[config.mk]
export PLATFORM = sky130hd
export DESIGN_NAME = port_input_responder
export DESIGN_NICKNAME = d
export VERILOG_FILES = /design/src/rtl/port_input_responder_pkg.sv /design/src/rtl/port_input_responder_btn_debounce.sv /design/src/rtl/port_input_responder.sv
export SDC_FILE = /design/constraint.sdc
export NUM_CORES = 1
export LEC_CHECK = 0
export CAP_MARGIN = 5
export CORE_UTILIZATION = 53
export DETAILED_ROUTE_END_ITERATION = 7
export PLACE_DENSITY = 0.75
export SLEW_MARGIN = 20
export SYNTH_ARGS = -nofsm -noshare
export SYNTH_HDL_FRONTEND = slang
export SYNTH_SLANG_ARGS = --single-unit
[constraint.sdc]
create_clock -name clk -period 2.7 [get_ports clk]
set_input_delay 0.54 -clock clk [delete_from_list [all_inputs] [get_ports clk]]
set_output_delay 0.54 -clock clk [all_outputs]
set_load 0.005 [all_outputs]
[src/rtl/port_input_responder_pkg.sv]
// -----------------------------------------------------------------------------
// port_input_responder_pkg
//   Shared constants for the CPU input-port responder: bus word size, board
//   input widths and the register offsets decoded relative to the block's
//   base address.
// -----------------------------------------------------------------------------
package port_input_responder_pkg;

   localparam int WORD_SIZE = 16;
   localparam int SW_W      = 8;
   localparam int N_BTN     = 4;

   // Register offsets from the block's base address.
   typedef enum logic [1:0] {
      PIN_SW  = 2'd0,   // R : synchronised switches
      PIN_BTN = 2'd1,   // R : debounced button levels
      PIN_EVT = 2'd2,   // R : sticky press flags, read clears; W : write-1-to-clear
      PIN_CNT = 2'd3    // R : press counter; W : any write clears
   } pin_reg_e;

   localparam logic [WORD_SIZE-1:0] PORT_IN_SPAN = WORD_SIZE'(4);

endpackage : port_input_responder_pkg

[src/rtl/port_input_responder_btn_debounce.sv]
// -----------------------------------------------------------------------------
// btn_debounce
//   One button channel: 2-FF synchroniser followed by a stability counter.
//   The accepted level only follows the synchronised input after it has
//   disagreed with the current level for DEBOUNCE_CYCLES consecutive cycles.
//   A level change is visible DEBOUNCE_CYCLES+2 cycles after the pin moves.
// Ports
//   clk    in  1  system clock
//   rst_n  in  1  asynchronous active-low reset
//   raw    in  1  raw (asynchronous, bouncing) button pin
//   level  out 1  debounced level
//   rise   out 1  one-cycle pulse, coincident with level going 0->1
// -----------------------------------------------------------------------------
module btn_debounce #(
   parameter int DEBOUNCE_CYCLES = 250000,
   parameter int CNT_W           = 18
) (
   input  logic clk,
   input  logic rst_n,
   input  logic raw,
   output logic level,
   output logic rise
);

   localparam logic [CNT_W-1:0] CNT_LAST = CNT_W'(DEBOUNCE_CYCLES - 1);

   logic             sync_meta;
   logic             sync_q;
   logic [CNT_W-1:0] cnt;

   // NOTE: sequential state uses non-blocking assignments so every register
   // samples the pre-edge value of its neighbours (the synchroniser depends on it).
   always_ff @(posedge clk or negedge rst_n) begin
      if (!rst_n) begin
         sync_meta <= 1'b0;
         sync_q    <= 1'b0;
         cnt       <= '0;
         level     <= 1'b0;
         rise      <= 1'b0;
      end else begin
         sync_meta <= raw;
         sync_q    <= sync_meta;
         rise      <= 1'b0;
         if (sync_q == level) begin
            // Input agrees with the accepted level (or bounced back): restart.
            cnt <= '0;
         end else if (cnt == CNT_LAST) begin
            level <= sync_q;
            rise  <= sync_q;
            cnt   <= '0;
         end else begin
            cnt <= cnt + 1'b1;
         end
      end
   end

endmodule : btn_debounce

[src/rtl/port_input_responder.sv]
// -----------------------------------------------------------------------------
// port_input_responder
//   CPU I/O-port read responder. Decodes four consecutive port addresses from
//   BASE_ADDR and answers portget with switch, button-level, press-event and
//   press-count data on a registered portout. Board switches are synchronised,
//   buttons are synchronised and debounced.
// Ports
//   clk       in  1          system clock
//   rst_n     in  1          asynchronous active-low reset
//   sw        in  8          raw board switches
//   btn       in  4          raw board buttons (bouncing)
//   portaddr  in  WORD_SIZE  CPU port address
//   portget   in  1          CPU port read strobe (one cycle)
//   portset   in  1          CPU port write strobe (one cycle)
//   portval   in  WORD_SIZE  CPU port write data
//   portout   out WORD_SIZE  read data, valid the cycle after portget, held
//   btn_lvl   out 4          debounced button levels
// -----------------------------------------------------------------------------
module port_input_responder
   import port_input_responder_pkg::*;
#(
   parameter logic [WORD_SIZE-1:0] BASE_ADDR       = 16'h0010,
   parameter int                   DEBOUNCE_CYCLES = 250000,
   parameter int                   CNT_W           = 18
) (
   input  logic                 clk,
   input  logic                 rst_n,
   input  logic [SW_W-1:0]      sw,
   input  logic [N_BTN-1:0]     btn,
   input  logic [WORD_SIZE-1:0] portaddr,
   input  logic                 portget,
   input  logic                 portset,
   input  logic [WORD_SIZE-1:0] portval,
   output logic [WORD_SIZE-1:0] portout,
   output logic [N_BTN-1:0]     btn_lvl
);

   logic [SW_W-1:0]      sw_meta;
   logic [SW_W-1:0]      sw_sync;
   logic [N_BTN-1:0]     rise;
   logic [N_BTN-1:0]     evt;
   logic [N_BTN-1:0]     evt_next;
   logic [WORD_SIZE-1:0] press_count;
   logic [WORD_SIZE-1:0] count_next;
   logic [WORD_SIZE-1:0] offset;
   logic                 hit;
   pin_reg_e             reg_sel;
   logic                 rd_evt;
   logic                 wr_evt;
   logic                 wr_cnt;
   logic [WORD_SIZE-1:0] read_data;

   // Only the low nibble of write data is meaningful here.
   logic unused_portval;
   assign unused_portval = ^portval[WORD_SIZE-1:N_BTN];

   for (genvar i = 0; i < N_BTN; i++) begin : g_btn
      btn_debounce #(
         .DEBOUNCE_CYCLES (DEBOUNCE_CYCLES),
         .CNT_W           (CNT_W)
      ) u_debounce (
         .clk   (clk),
         .rst_n (rst_n),
         .raw   (btn[i]),
         .level (btn_lvl[i]),
         .rise  (rise[i])
      );
   end

   // NOTE: every signal written below gets a default first, so no path can
   // leave one unassigned and infer a latch.
   always_comb begin
      offset  = portaddr - BASE_ADDR;   // wraps large when below BASE_ADDR
      hit     = (offset < PORT_IN_SPAN);
      reg_sel = pin_reg_e'(offset[1:0]);
      rd_evt  = portget && hit && (reg_sel == PIN_EVT);
      wr_evt  = portset && hit && (reg_sel == PIN_EVT);
      wr_cnt  = portset && hit && (reg_sel == PIN_CNT);

      read_data = '0;
      if (hit) begin
         case (reg_sel)
            PIN_SW:  read_data = WORD_SIZE'(sw_sync);
            PIN_BTN: read_data = WORD_SIZE'(btn_lvl);
            PIN_EVT: read_data = WORD_SIZE'(evt);
            PIN_CNT: read_data = press_count;
            default: read_data = '0;
         endcase
      end

      // Clears first, then new edges: a concurrent rising edge keeps its bit set.
      evt_next = evt;
      if (rd_evt) evt_next = '0;
      if (wr_evt) evt_next = evt_next & ~portval[N_BTN-1:0];
      evt_next = evt_next | rise;

      // Clear first, then count: clear concurrent with an edge leaves 1.
      count_next = wr_cnt ? '0 : press_count;
      if (|rise) count_next = count_next + 1'b1;
   end

   always_ff @(posedge clk or negedge rst_n) begin
      if (!rst_n) begin
         sw_meta     <= '0;
         sw_sync     <= '0;
         evt         <= '0;
         press_count <= '0;
         portout     <= '0;
      end else begin
         sw_meta     <= sw;
         sw_sync     <= sw_meta;
         evt         <= evt_next;
         press_count <= count_next;
         // read_data is built from pre-update state, so a same-cycle write
         // is not yet visible in the returned value.
         if (portget) portout <= read_data;
      end
   end

endmodule : port_input_responder

==> results of run 1 <==
worst max path at each step:
stage | from | to | slack, ns | cells after the start
after floorplan | portaddr[14] | press_count[6]$_DFF_PN0_ | 0.18 | 10
after global placement | portaddr[14] | press_count[6]$_DFF_PN0_ | -0.27 | 10
after detailed placement | portaddr[14] | press_count[12]$_DFF_PN0_ | -0.35 | 10
after CTS | portaddr[14] | press_count[12]$_DFF_PN0_ | 0.04 | 10
after global routing | portaddr[5] | press_count[6]$_DFF_PN0_ | 0.009 | 10
final | portaddr[5] | press_count[12]$_DFF_PN0_ | 0.16 | 10
metal layers:
layer  global-route usage (%)  vias to the layer above
li1                         -                     2373
met1                     31.7                     2449
met2                     40.1                      124
met3                     6.05                       21
met4                     7.91                        0
met5                        0                        -
state kept, by name, indices dropped and copies added, names as in the netlist:
name and count:
g_btn.u_debounce.rise 4, press_count 16, g_btn.u_debounce.sync_meta 4, sw_sync 8
g_btn.u_debounce.sync_q 4, evt 4, g_btn.u_debounce.level 4, g_btn.u_debounce.cnt 72
sw_meta 8, portout 16
layout by cell type, fill, tap and decap left out, types with 24 or more instances in the layout:
master and count:
dfrtp_1 140, xor2_1 24, nor2_1 80, nand2_1 43, xnor2_1 37, nand3_1 32, buf_4 24, clkdlybuf4s50_1 54
inv_1 33, a21oi_1 29
synth_stat cells (all sizes together), types with 7 or more instances:
library cell / instances
a21oi: 29
inv: 33
buf: 8
nand2: 43
and3: 7
or3: 14
dfrtp: 140
o21ai: 18
nor3: 11
or4: 16
nand4: 18
nor4: 20
xnor2: 37
o22ai: 16
nand3: 32
clkbuf: 13
xor2: 24
nor2: 80
o31ai: 11
metrics by stage:
step / cells / power (mW) / instance area, um2
after detailed placement: 827 / 2.40 / 7260
final: 859 / 4.84 / 7910
after global placement: 827 / 2.39 / 7260
after CTS: 859 / 4.88 / 7890
after floorplan: 625 / 2.26 / 6440
after global routing: 859 / 5.01 / 7910
what timing repair did:
action                                  in CTS  in global routing
endpoints found under the setup margin       0                  4
setup buffers                                0                  0
hold buffers                                 0                  0
gates resized for setup                      0                  3
power groups by stage:
stage | combinational, mW | clock, mW | sequential, mW
after CTS | 0.209 | 2.52 | 2.15
after detailed placement | 0.207 | 0 | 2.19
after global placement | 0.201 | 0 | 2.19
after global routing | 0.234 | 2.62 | 2.15
after floorplan | 0.0712 | 0 | 2.18
final | 0.207 | 2.48 | 2.15
layout make-up:
cell class                 count  area share (%)
clock buffer                  19            5.60
inverter                      33            1.57
tap                          143            2.26
sequential                   140            44.3
clock inverter                13            2.39
timing repair buffer          80            9.51
multi-input combinational    431            34.4
cells by family (layout without fill, tap and decap cells):
kind of cell / after synthesis / after routing / share of synthesized area (%)
AO/OA/AOI/OAI: 87 / 87 / 8.53
XOR/XNOR: 61 / 61 / 8.30
adder cells (fa/ha/maj): 5 / 5 / 0.972
buffers and inverters: 54 / 145 / 3.60
flip-flops: 140 / 140 / 54.4
multiplexers: 9 / 9 / 2.25
AND/OR/NAND/NOR: 269 / 269 / 21.9
worst register-to-register path, cell delays in order, from the launching register on:
cell,delay (ns)
dfrtp_1,0.41
or4_1,0.53
or4_4,0.57
o21ai_4,0.40
nor2_1,0.12
==> flow_summary.toml, run 1 <==
[routing]
top_layer = "met4"
drt_pass1_iterations = 7
drtAntennaViolNets = 0
drt-met1-wl_um = 6040
vias = 4967
wl_um = 13800
drt_iter0_drc = 381
wl_met2_um = 6870
drc_errors = 6
wl_per_cell_um = 16.1
avgViaCountPerCell = 5.78
wl_met3_um = 703

[timing]
period_share_pct = 94.1
layout_setup_ws_ns = 0.158
finalHoldViolCount = 0
rsz0062_at_grt = "no"
min_period_ns = 2.54
setup_tns_ns = 0
setup_viol = 0
slew_headroom_pct = 53.2
clock.fmax_mhz = 393
hold_slack_ns = 0.142
fin_skew_ns = 0.00574
slew_violations = 0
worst_pin_slew_ns = 0.702

[floorplan]
core_area_um2 = 11600
dieArea_um2 = 12600
die_y_um = 112
die_x_um = 112
ios = 68
initial_core_util_pct = 55.4
num_rows = 39

[pwr]
powerDensity_nw_per_um2 = 612
leakagePower_nw = 3.16
switching_share_pct = 21.5
p_int_mw = 3.80
p_comb_share_pct = 4.3
power_frac_seq_pct = 44.4
switchingPower_mw = 1.04
pwr-share-clk_pct = 51.3
ir_drop_v = 0.000427

[yosys]
syn_area_um2 = 6440
synth_seq_cells = 140
ys_warn_count = 0
synth_ff_type = "dfrtp_1"
synth_area_leaders = "dfrtp_1, xnor2_1, nor2_1, xor2_1, nand2_1"
synth_nets = 678
synth_edf_count = 0
async_flop_share_pct = 100
netlist_instances = 625
synth.top_cell.area_share_pct = 54.4
synth.distinct_cells = 53
synth_area_leader_cell = "dfrtp_1"
ys_seq_area_share_pct = 54.4
avgSynthCellArea_um2 = 10.3

[clock_tree]
clock_sinks = 140
clk_pin_slew_ns = 0.06
htreeDepth = 4
cts_buffer_depth = 2
cts_buffers = 17
root_buffer = "clkbuf_16"
cts_tree = "built"
insertion_delay_ns = 0.42

[flow_run]
maxCapViolCount = 0

[global_route]
overflow = 0
antenna_found_initial = 0
first_global_vias = 5076
grt_usage_pct = 24.3
grt_pass1_wl_um = 24000
grt_max_degree = 79

[setup_path]
worstSetupPathType = "in2reg"
reg2reg_slack_ns = 0.55
crit_chain = "clkdlybuf4s50_1, nor4_2, nand4b_1, nor3_1, nor2b_1, ha_1, nand2_1, or3_1, o21ai_0, a21oi_1"
crit_required_ns = 3.04
critPathBufInv = 1
rr_startpoint = "g_btn[0].u_debounce.cnt[10]$_DFF_PN0_"
crit_family = "simple AND/OR/NAND/NOR gates"
reg2regPathDepth = 4
crit_fanout = 5
crit_arrival_ns = 2.88
regToRegEndpoint = "g_btn[0].u_debounce.cnt[4]$_DFF_PN0_"
critPathLaunchType = "input pin"
cp-end-kind = "flip-flop"
cp_slowest_cell = "nor4_2"
critPathMaxStageDelay_ns = 0.48

[final_layout]
diodes = 0
area_growth_pct = 22.8
final_util_pct = 68.1
fillers = 866
nNetsFinal = 756
multi_input_area_um2 = 2720
regArea_um2 = 3500
drive_above_1_share_pct = 10.9

[placed_design]
io_buffers = 55
dp_hpwl_um = 9470
dp_slack_ns = -0.354
finalWeightedCongestion = 0.850

[hold_path]
hold_class = "in2async"

[run_status]
violations = "design-rule violations"
outcome = "complete, but fails checks"
Power figures use the tool's default switching activity.
==> inputs of run 2 (changes only) <==
--- a/config.mk
+++ b/config.mk
@@ -9,7 +9,7 @@
 export CORE_UTILIZATION = 53
 export DETAILED_ROUTE_END_ITERATION = 7
 export PLACE_DENSITY = 0.75
-export SLEW_MARGIN = 20
+export SLEW_MARGIN = 30
 export SYNTH_ARGS = -nofsm -noshare
 export SYNTH_HDL_FRONTEND = slang
 export SYNTH_SLANG_ARGS = --single-unit
==> results of run 2 <==
No change in the layout: final DEF, timing and power equal those of run 1.
